## src/rtl/uart_rx_fifo_if.sv

```systemverilog
// Receiver/transmitter-side signal bundle for uart_rx_fifo; the slave modport is the FIFO's view.
interface uart_rx_fifo_if #(
  parameter int DEPTH = 16
);
  localparam int CW = $clog2(DEPTH) + 1;

  logic          i_rx_dv;
  logic [7:0]    i_rx_byte;
  logic          i_tx_active;
  logic          i_tx_done;
  logic          o_tx_dv;
  logic [7:0]    o_tx_byte;
  logic [7:0]    o_last_byte;
  logic [CW-1:0] o_count;
  logic          o_empty;
  logic          o_full;
  logic          o_overflow;
  logic [7:0]    o_drop_cnt;

  modport master (
    output i_rx_dv, i_rx_byte, i_tx_active, i_tx_done,
    input  o_tx_dv, o_tx_byte, o_last_byte, o_count, o_empty, o_full, o_overflow, o_drop_cnt
  );

  modport slave (
    input  i_rx_dv, i_rx_byte, i_tx_active, i_tx_done,
    output o_tx_dv, o_tx_byte, o_last_byte, o_count, o_empty, o_full, o_overflow, o_drop_cnt
  );
endinterface

```

## src/rtl/uart_rx_fifo.sv

```systemverilog
// Byte FIFO + one-frame-at-a-time TX launcher; launch one cycle after non-empty & TX idle, all outputs registered.
// A full FIFO drops incoming bytes (sticky o_overflow); UART_FIFO_DROP_CNT_EN adds a saturating drop counter.
module uart_rx_fifo #(
  parameter int DEPTH = 16
) (
  input  logic          i_clk,
  input  logic          i_rst_n,
  uart_rx_fifo_if.slave bus
);
  localparam int AW = $clog2(DEPTH);
  localparam int CW = AW + 1;
  localparam logic [CW-1:0] FULL_CNT = CW'(DEPTH);
  localparam logic [CW-1:0] CNT_ONE  = CW'(1);
  localparam logic [AW-1:0] PTR_ONE  = AW'(1);

  typedef enum logic [1:0] {IDLE, LAUNCH, WAIT_DONE} state_t;

  state_t        state_q, state_d;
  logic [7:0]    mem [DEPTH];
  logic [AW-1:0] wptr_q, rptr_q;
  logic [CW-1:0] count_q, count_d;
  logic          pop, push, drop;
  logic          tx_dv_q, empty_q, full_q, ovf_q;
  logic [7:0]    tx_byte_q, last_q;

  always_comb begin
    state_d = state_q;
    pop     = 1'b0;
    case (state_q)
      IDLE: begin
        if (!empty_q && !bus.i_tx_active) begin
          pop     = 1'b1;
          state_d = LAUNCH;
        end
      end
      // A done before active means the transmitter never reported busy; don't wait forever.
      LAUNCH: begin
        if (bus.i_tx_done)
          state_d = IDLE;
        else if (bus.i_tx_active)
          state_d = WAIT_DONE;
      end
      WAIT_DONE: begin
        if (bus.i_tx_done)
          state_d = IDLE;
      end
      default: state_d = IDLE;
    endcase

    // A pop on the same edge frees the slot, so a full FIFO can still accept.
    push    = bus.i_rx_dv && ((count_q != FULL_CNT) || pop);
    drop    = bus.i_rx_dv && !push;
    count_d = count_q;
    if (push && !pop)
      count_d = count_q + CNT_ONE;
    else if (pop && !push)
      count_d = count_q - CNT_ONE;
  end

  always_ff @(posedge i_clk or negedge i_rst_n) begin
    if (!i_rst_n) begin
      state_q   <= IDLE;
      wptr_q    <= '0;
      rptr_q    <= '0;
      count_q   <= '0;
      empty_q   <= 1'b1;
      full_q    <= 1'b0;
      ovf_q     <= 1'b0;
      tx_dv_q   <= 1'b0;
      tx_byte_q <= 8'h00;
      last_q    <= 8'h00;
    end else begin
      state_q <= state_d;
      count_q <= count_d;
      empty_q <= (count_d == '0);
      full_q  <= (count_d == FULL_CNT);
      tx_dv_q <= pop;
      if (push) begin
        wptr_q <= wptr_q + PTR_ONE;
        last_q <= bus.i_rx_byte;
      end
      if (pop) begin
        rptr_q    <= rptr_q + PTR_ONE;
        tx_byte_q <= mem[rptr_q];
      end
      if (drop)
        ovf_q <= 1'b1;
    end
  end

  always_ff @(posedge i_clk) begin
    if (push)
      mem[wptr_q] <= bus.i_rx_byte;
  end

`ifdef UART_FIFO_DROP_CNT_EN
  logic [7:0] drop_cnt_q;

  always_ff @(posedge i_clk or negedge i_rst_n) begin
    if (!i_rst_n)
      drop_cnt_q <= 8'h00;
    else if (drop && (drop_cnt_q != 8'hFF))
      drop_cnt_q <= drop_cnt_q + 8'd1;
  end

  assign bus.o_drop_cnt = drop_cnt_q;
`else
  assign bus.o_drop_cnt = 8'h00;
`endif

  assign bus.o_tx_dv     = tx_dv_q;
  assign bus.o_tx_byte   = tx_byte_q;
  assign bus.o_last_byte = last_q;
  assign bus.o_count     = count_q;
  assign bus.o_empty     = empty_q;
  assign bus.o_full      = full_q;
  assign bus.o_overflow  = ovf_q;
endmodule

```

## src/flat_wrapper.sv

```systemverilog
// flat-port wrapper written by rule: the top's interface ports become plain ports
module uart_rx_fifo_flat 
#(
  parameter int DEPTH = 16
)
  (i_clk, i_rst_n, bus_i_rx_dv, bus_i_rx_byte, bus_i_tx_active, bus_i_tx_done, bus_o_tx_dv, bus_o_tx_byte, bus_o_last_byte, bus_o_count, bus_o_empty, bus_o_full, bus_o_overflow, bus_o_drop_cnt);
  uart_rx_fifo_if #(.DEPTH(DEPTH)) bus_i ();
  input  logic i_clk;
  input  logic i_rst_n;
  input wire logic [$bits(bus_i.i_rx_dv)-1:0] bus_i_rx_dv;
  input wire logic [$bits(bus_i.i_rx_byte)-1:0] bus_i_rx_byte;
  input wire logic [$bits(bus_i.i_tx_active)-1:0] bus_i_tx_active;
  input wire logic [$bits(bus_i.i_tx_done)-1:0] bus_i_tx_done;
  output wire logic [$bits(bus_i.o_tx_dv)-1:0] bus_o_tx_dv;
  output wire logic [$bits(bus_i.o_tx_byte)-1:0] bus_o_tx_byte;
  output wire logic [$bits(bus_i.o_last_byte)-1:0] bus_o_last_byte;
  output wire logic [$bits(bus_i.o_count)-1:0] bus_o_count;
  output wire logic [$bits(bus_i.o_empty)-1:0] bus_o_empty;
  output wire logic [$bits(bus_i.o_full)-1:0] bus_o_full;
  output wire logic [$bits(bus_i.o_overflow)-1:0] bus_o_overflow;
  output wire logic [$bits(bus_i.o_drop_cnt)-1:0] bus_o_drop_cnt;
  assign bus_i.i_rx_dv = bus_i_rx_dv;
  assign bus_i.i_rx_byte = bus_i_rx_byte;
  assign bus_i.i_tx_active = bus_i_tx_active;
  assign bus_i.i_tx_done = bus_i_tx_done;
  assign bus_o_tx_dv = bus_i.o_tx_dv;
  assign bus_o_tx_byte = bus_i.o_tx_byte;
  assign bus_o_last_byte = bus_i.o_last_byte;
  assign bus_o_count = bus_i.o_count;
  assign bus_o_empty = bus_i.o_empty;
  assign bus_o_full = bus_i.o_full;
  assign bus_o_overflow = bus_i.o_overflow;
  assign bus_o_drop_cnt = bus_i.o_drop_cnt;
  uart_rx_fifo #(.DEPTH(DEPTH)) u_core (.i_clk(i_clk), .i_rst_n(i_rst_n), .bus(bus_i));
endmodule
```

## config.mk

```make
export PLATFORM = sky130hd
export DESIGN_NAME = uart_rx_fifo_flat
export DESIGN_NICKNAME = d
export VERILOG_FILES = /design/src/rtl/uart_rx_fifo_if.sv /design/src/rtl/uart_rx_fifo.sv /design/src/flat_wrapper.sv
export SDC_FILE = /design/constraint.sdc
export NUM_CORES = 1
export LEC_CHECK = 0
export BUFFER_PORTS_ARGS = -buffer_cell sky130_fd_sc_hd__buf_2
export CORE_AREA = 4 4 178 94
export CTS_BUF_LIST = sky130_fd_sc_hd__clkbuf_4 sky130_fd_sc_hd__clkbuf_8 sky130_fd_sc_hd__clkbuf_16
export DETAILED_ROUTE_END_ITERATION = 12
export DIE_AREA = 0 0 182 98
export GPL_TIMING_DRIVEN = 0
export HOLD_SLACK_MARGIN = 0.08
export PLACE_DENSITY = 0.62
export SYNTH_ARGS = -nofsm -noshare
export SYNTH_HDL_FRONTEND = slang
export SYNTH_SLANG_ARGS = --single-unit
export TNS_END_PERCENT = 30
```

## constraint.sdc

```tcl
create_clock -name i_clk -period 3.44 [get_ports i_clk]
set_input_delay 0 -clock i_clk [delete_from_list [all_inputs] [get_ports i_clk]]
set_output_delay 0 -clock i_clk [all_outputs]
set_load 0.01 [all_outputs]
```

Word level (Yosys, flattened, before mapping)
Memory sizes are Yosys's and may differ from the RTL's. A register that Yosys moved wholly into a read port is not among the register bits.
Index checks and enable logic that the tools add are counted.
Widths: inputs -> output; s select.
{"block": "classes", "muxes": 11, "n_eq_ne": 7, "add_sub_neg": 4, "reduce_logical": 14}
{"cell": "$mux 5", "count": 2}
{"cell": "$add 4x1->4 const B", "count": 2}
{"cell": "$mux 2", "count": 4}
{"cell": "$pmux 2 s3", "count": 1}
{"cell": "$add 5x1->5 const B", "count": 1}
{"cell": "$eq 5x5->1 const B", "count": 1}
{"cell": "$logic_and 1x1->1", "count": 5}
{"cell": "$logic_not 1->1", "count": 5}
{"cell": "$logic_not 5->1", "count": 1}
{"cell": "$ne 5x5->1 const B", "count": 1}
{"cell": "$sub 5x1->5 const B", "count": 1}
{"cell": "$mux 1", "count": 4}
{"cell": "$ne 3x3->1 const B", "count": 1}
{"cell": "$reduce_and 3->1", "count": 1}
{"cell": "$eq 2x1->1 const B", "count": 1}
{"cell": "$eq 2x2->1 const B", "count": 1}
{"cell": "$logic_not 2->1", "count": 1}
{"cell": "$ne 2x1->1 const B", "count": 1}
{"cell": "$ne 2x2->1 const B", "count": 1}
{"cell": "$logic_or 1x1->1", "count": 1}
{"block": "word_totals", "n_memories": 1, "ramBits": 128, "out_inout_bits": 33, "reg_bits": 27}
{"memory": "u_core.mem", "words": 16, "width": 8, "rd": 1, "rd_ports_with_merged_regs": 1, "wr": 1, "line": "uart_rx_fifo.sv:19", "source": "logic [7:0] mem [DEPTH];"}

Logic depth before layout (Yosys ltp)
{"block": "logic_depth", "depth_word": 11, "depth_mapped": 8, "ltp_nobuf": 6}

Worst setup path before layout
No wires, ideal clock.
{"block": "synth_timing", "kind": "register to register", "from": "reg u_core.state_q[0]", "to": "mem u_core.mem[2][0] (enable)", "n_path_buf": 2, "period_less_slack_ns": 2.723, "setup_time_ns": 0.398, "setup_slack_ns": 0.717, "required_time_ns": 3.042, "arrival_ns": 2.326, "path_stages_with_launch": 7, "path_cell_list": "dfrtp_1 > or4_4 > clkinv_2 > buf_12 > o21ai_2 > buf_2 > nor4b_1"}
{"block": "synth_via", "elab_chain_len": 6}
{"element": "start, declared", "line": "uart_rx_fifo.sv:18", "source": "state_t state_q, state_d;"}
{"element": "start signal, assigned", "line": "uart_rx_fifo.sv:73", "source": "state_q <= state_d;"}
{"element": "$logic_not 2->1", "line": "uart_rx_fifo.sv:29", "source": "case (state_q)"}
{"element": "$mux 1", "line": "uart_rx_fifo.sv:29"}
{"element": "via u_core.pop", "line": "uart_rx_fifo.sv:22", "source": "logic pop, push, drop;"}
{"element": "$logic_or 1x1->1", "line": "uart_rx_fifo.sv:51", "source": "push = bus.i_rx_dv && ((count_q != FULL_CNT) || pop);"}
{"element": "$logic_and 1x1->1", "line": "uart_rx_fifo.sv:51"}
{"element": "$mux 1", "line": "uart_rx_fifo.sv:92", "source": "if (push)"}
{"element": "$mux 1 (implied by the code)", "line": "uart_rx_fifo.sv:93", "source": "mem[wptr_q] <= bus.i_rx_byte;"}
{"element": "end, declared", "line": "uart_rx_fifo.sv:19"}
The timed path passes the listed nets, and every way through them passes these cells.

Worst setup path after layout
{"block": "layout_timing", "from": "reg u_core.count_q[0] (netlist: u_core.bus.o_count[0])", "to": "mem u_core.mem[4][4] (enable)"}
{"block": "layout_via", "elab_chain_len": 5}
{"element": "start, declared", "line": "uart_rx_fifo.sv:21", "source": "logic [CW-1:0] count_q, count_d;"}
{"element": "start signal, assigned", "line": "uart_rx_fifo.sv:74", "source": "count_q <= count_d;"}
{"element": "$ne 5x5->1", "line": "uart_rx_fifo.sv:51"}
{"element": "$logic_or 1x1->1", "line": "uart_rx_fifo.sv:51"}
{"element": "$logic_and 1x1->1", "line": "uart_rx_fifo.sv:51"}
{"element": "$mux 1", "line": "uart_rx_fifo.sv:92"}
{"element": "$mux 1 (implied by the code)", "line": "uart_rx_fifo.sv:93"}
No other way between the ends.

==> summary.md <==
| Metric | Value |
|---|---|
| Status | finished clean |
| Max Slew Vio Count | 0 |
| WL/cell | around 22 um |
| Net Sw Power | around 0.0021 W |
| Largest net degree at the start of global routing | 36 |
| Pre-antenna DRT Iters | 5 |
| Critical path cell sequence | inv_1 > ha_1 > nand4bb_1 > o21a_1 > buf_2 > nand2_1 > nor3b_1 > buf_2 |
| Reg2reg setup slack | 580 ps |
| Routed wire length | between 15 and 20 mm |
| Setup Fix Bufs, Post-CTS | 0 |
| DRC violations left | 0 |
| Layout fillers | ~1,200 |
| Pre-CTS setup slack | 569 ps |
| Total core area | 15,100 sq um |
| Root Buffer | clkbuf_16 |
| Tmin final | 2860 ps |
| DP Wirelength | between 10 and 15 mm |
| CTS Sinks | ~160 |
| Critical path startpoint category | flip-flop |
| Post-Syn Area | between 6000 and 7000 sq um |
| Buffers on Ports | 37 |
| Slew headroom | between 40% and 50% |
| Placed Cells incl. Taps | between 600 and 700 |
| Max Cap Violations | 0 |
| # IOs | 46 |
| Top_reg_cell synth | edfxtp_1 |
| Clock slew at reported path FFs | 70 ps |
| Post-synthesis sequential area ratio | a little over two thirds |
| Seq cells post-synth | 163 |
| WS Path Type | flip-flop to flip-flop |
| Critical path endpoint category | flip-flop |
| RePlAce Congestion | 0.795 |
| CTS Buf Count | 17 |
| Worst path max stage delay | approximately 540 ps |
| DR iter-0 viols | around 370 |
| CTS Buffer Depth | 2 |
| CTS tree | built |
| Clock group share of total power | 29.8% |
| Delay-heaviest family, CP | simple AND/OR/NAND/NOR gates |
| Die Y-Extent | 98 um |
| Most common cell on crit path | buf_2 |
| Global route total overflow | 0 |
| HP Class | primary input to asynchronous set/reset pin |
| Sw frac | between 30% and 40% |
| FF-to-FF End | u_core.mem[4][4] |
| Nets | between 400 and 500 |
| Vias/cell | roughly 5.5 |
| PnR worst setup slack | 579 ps |
| Final hold vios | 0 |
| GR Util All Layers | 18.0% |
| FFs w/ async S/R, synth | 21.5% |
| Maximum clock frequency | between 300 and 400 MHz |
| DRT antenna net count | 0 |
| Synth Warn # | 0 |
| Post-synth EDFFs | around 130 |
| Sequential share of power | 40.6% |
| Initial antenna violation count | 0 |
| Count of cell types in the netlist | 47 |
| CP arrival | 2980 ps |
| Area Growth Syn to Fin | 18.9% |
| Multi-input gate area | 1810 sq um |
| ANT cells | 0 |
| R2R Path Start | u_core.bus.o_count[0] |
| Die area | roughly 18,000 sq um |
| Pwr/cell area | 811 nW/um^2 |
| Syn Inst Count | between 300 and 400 |
| Share of layout cells above drive strength 1 | 27.9% |
| Worst r2r path cells | 8 |
| Period utilization | between 80% and 90% |
| Layout Cells excl Fill | between 600 and 700 |
| Worst hold slack | 228 ps |
| CP max-delay cell | nor3b_1 |
| P_leak | ~3.0 nW |
| Avg Cell Area, Syn | 17.0 sq um |
| CP Buf/Inv Count | 3 |
| Final setup viols | 0 |
| RSZ-0062 raised after global routing | no |
| Worst-margin pin slew | ~900 ps |
| Gate power share | between 20 and 30% |
| Layout Skew | about 13 ps |
| Max VDD drop | 0.346 mV |
| Clock latency on the worst-skew pair | roughly 420 ps |
| Internal power | ~0.0043 W |
| Vias in the first global route | 3,763 |
| First-pass GRT wire length | 23.7 mm |
| H-tree Lvls | 4 |
| Register area | roughly 4700 sq um |
| Gates resized, CTS repair | 0 |
| Critical-path maximum fanout | 9 |
| Site Rows | 32 |
| Initial Util | approximately 44% |
| Chip width | 182 um |
| Vias | about 3,800 |
| CTS Hold Bufs | 13 |
| Worst Path Required | between 3000 and 4000 ps |
## area by class of cell
cell class                 count  area share [%]
clock buffer                  17            5.35
inverter                       7           0.346
clock inverter                15            2.11
timing repair buffer          55            4.41
buffer                        29            2.41
multi-input combinational    202            22.8
tap                          204            3.21
sequential                   163            59.4
## worst max path at each step
stage                     startpoint                to  slack (ps)  depth (start not counted)
3_5_place_dp   u_core.bus.o_count[0]  u_core.mem[4][4]         570                          8
2_1_floorplan      u_core.state_q[0]  u_core.mem[2][0]         720                          6
4_1_cts        u_core.bus.o_count[0]  u_core.mem[4][1]         540                          8
3_3_place_gp       u_core.state_q[1]  u_core.mem[3][2]        -120                          6
5_1_grt        u_core.bus.o_count[0]  u_core.mem[4][1]         380                          8
6_report       u_core.bus.o_count[0]  u_core.mem[4][4]         580                          8
## per-layer routing
metal	wire (um)	up-vias	GRT usage, %
met2	6150	139	23.4
met3	1020	16	3.46
met4	142	0	4.84
li1	-	1672	-
met5	0	-	0
met1	8090	1959	30.3
## flip-flops by register name, summed over array words and instances (netlist names)
name / flops
u_core.bus.o_overflow: 1
u_core.rptr_q: 4
u_core.bus.o_full: 1
u_core.bus.o_empty: 1
u_core.bus.o_last_byte: 8
u_core.bus.o_tx_byte: 8
u_core.mem: 128
u_core.bus.o_count: 5
u_core.state_q: 2
u_core.wptr_q: 4
u_core.bus.o_tx_dv: 1
## logic make-up after synthesis
kind of cell             count (synthesis)  share of synthesized area, %
AND/OR/NAND/NOR                         88                          7.09
adder cells (fa/ha/maj)                  7                          1.31
buffers and inverters                   36                          3.27
multiplexers                            54                          12.5
other                                    1                        0.0561
flip-flops                             163                          70.6
XOR/XNOR                                 9                          1.18
AO/OA/AOI/OAI                           36                          3.95
## cell usage after synthesis (all sizes together) (5+ instances only)
cell type / number / share of area [%]
buf: 23 / 2.5
nor4b: 5 / 0.75
inv: 6 / 0.34
nor2: 6 / 0.34
xnor2: 7 / 0.92
nand2: 44 / 2.5
ha: 7 / 1.3
edfxtp: 128 / 57
a22oi: 16 / 1.8
mux4: 23 / 7.7
dfrtp: 34 / 13
o211ai: 8 / 0.90
nand4: 5 / 0.47
mux2i: 23 / 3.4
clkbuf: 6 / 0.34
mux2: 8 / 1.3
## power groups by stage
stage / clock (W) / combinational, W / sequential (W)
floorplan: 0 / 0.00124 / 0.00264
global placement: 0 / 0.00183 / 0.00263
detailed placement: 0 / 0.00190 / 0.00265
CTS: 0.00193 / 0.00192 / 0.00261
global route: 0.00202 / 0.00208 / 0.00264
finish: 0.00192 / 0.00191 / 0.00262
## placed cells by master (no fill, tap or decap), drive strengths merged, types with 13 or more instances in the layout
cell / n
inv: 14
edfxtp: 128
mux2i: 23
mux4: 23
dfrtp: 34
a22oi: 16
buf: 65
clkbuf: 23
nand2: 44
dlygate4sd3: 13
## stage by stage
stage	utilization [%]	cell area [sq um]	total power [W]	TNS [ps]
after floorplan	-	6710	0.00388	0
after global placement	47.4	7150	0.00446	-2350
after detailed placement	47.9	7230	0.00455	0
after CTS	52.7	7950	0.00647	0
after global routing	52.7	7950	0.00674	0
final	52.7	7950	0.00645	0
(Power assumes the default switching activity.)
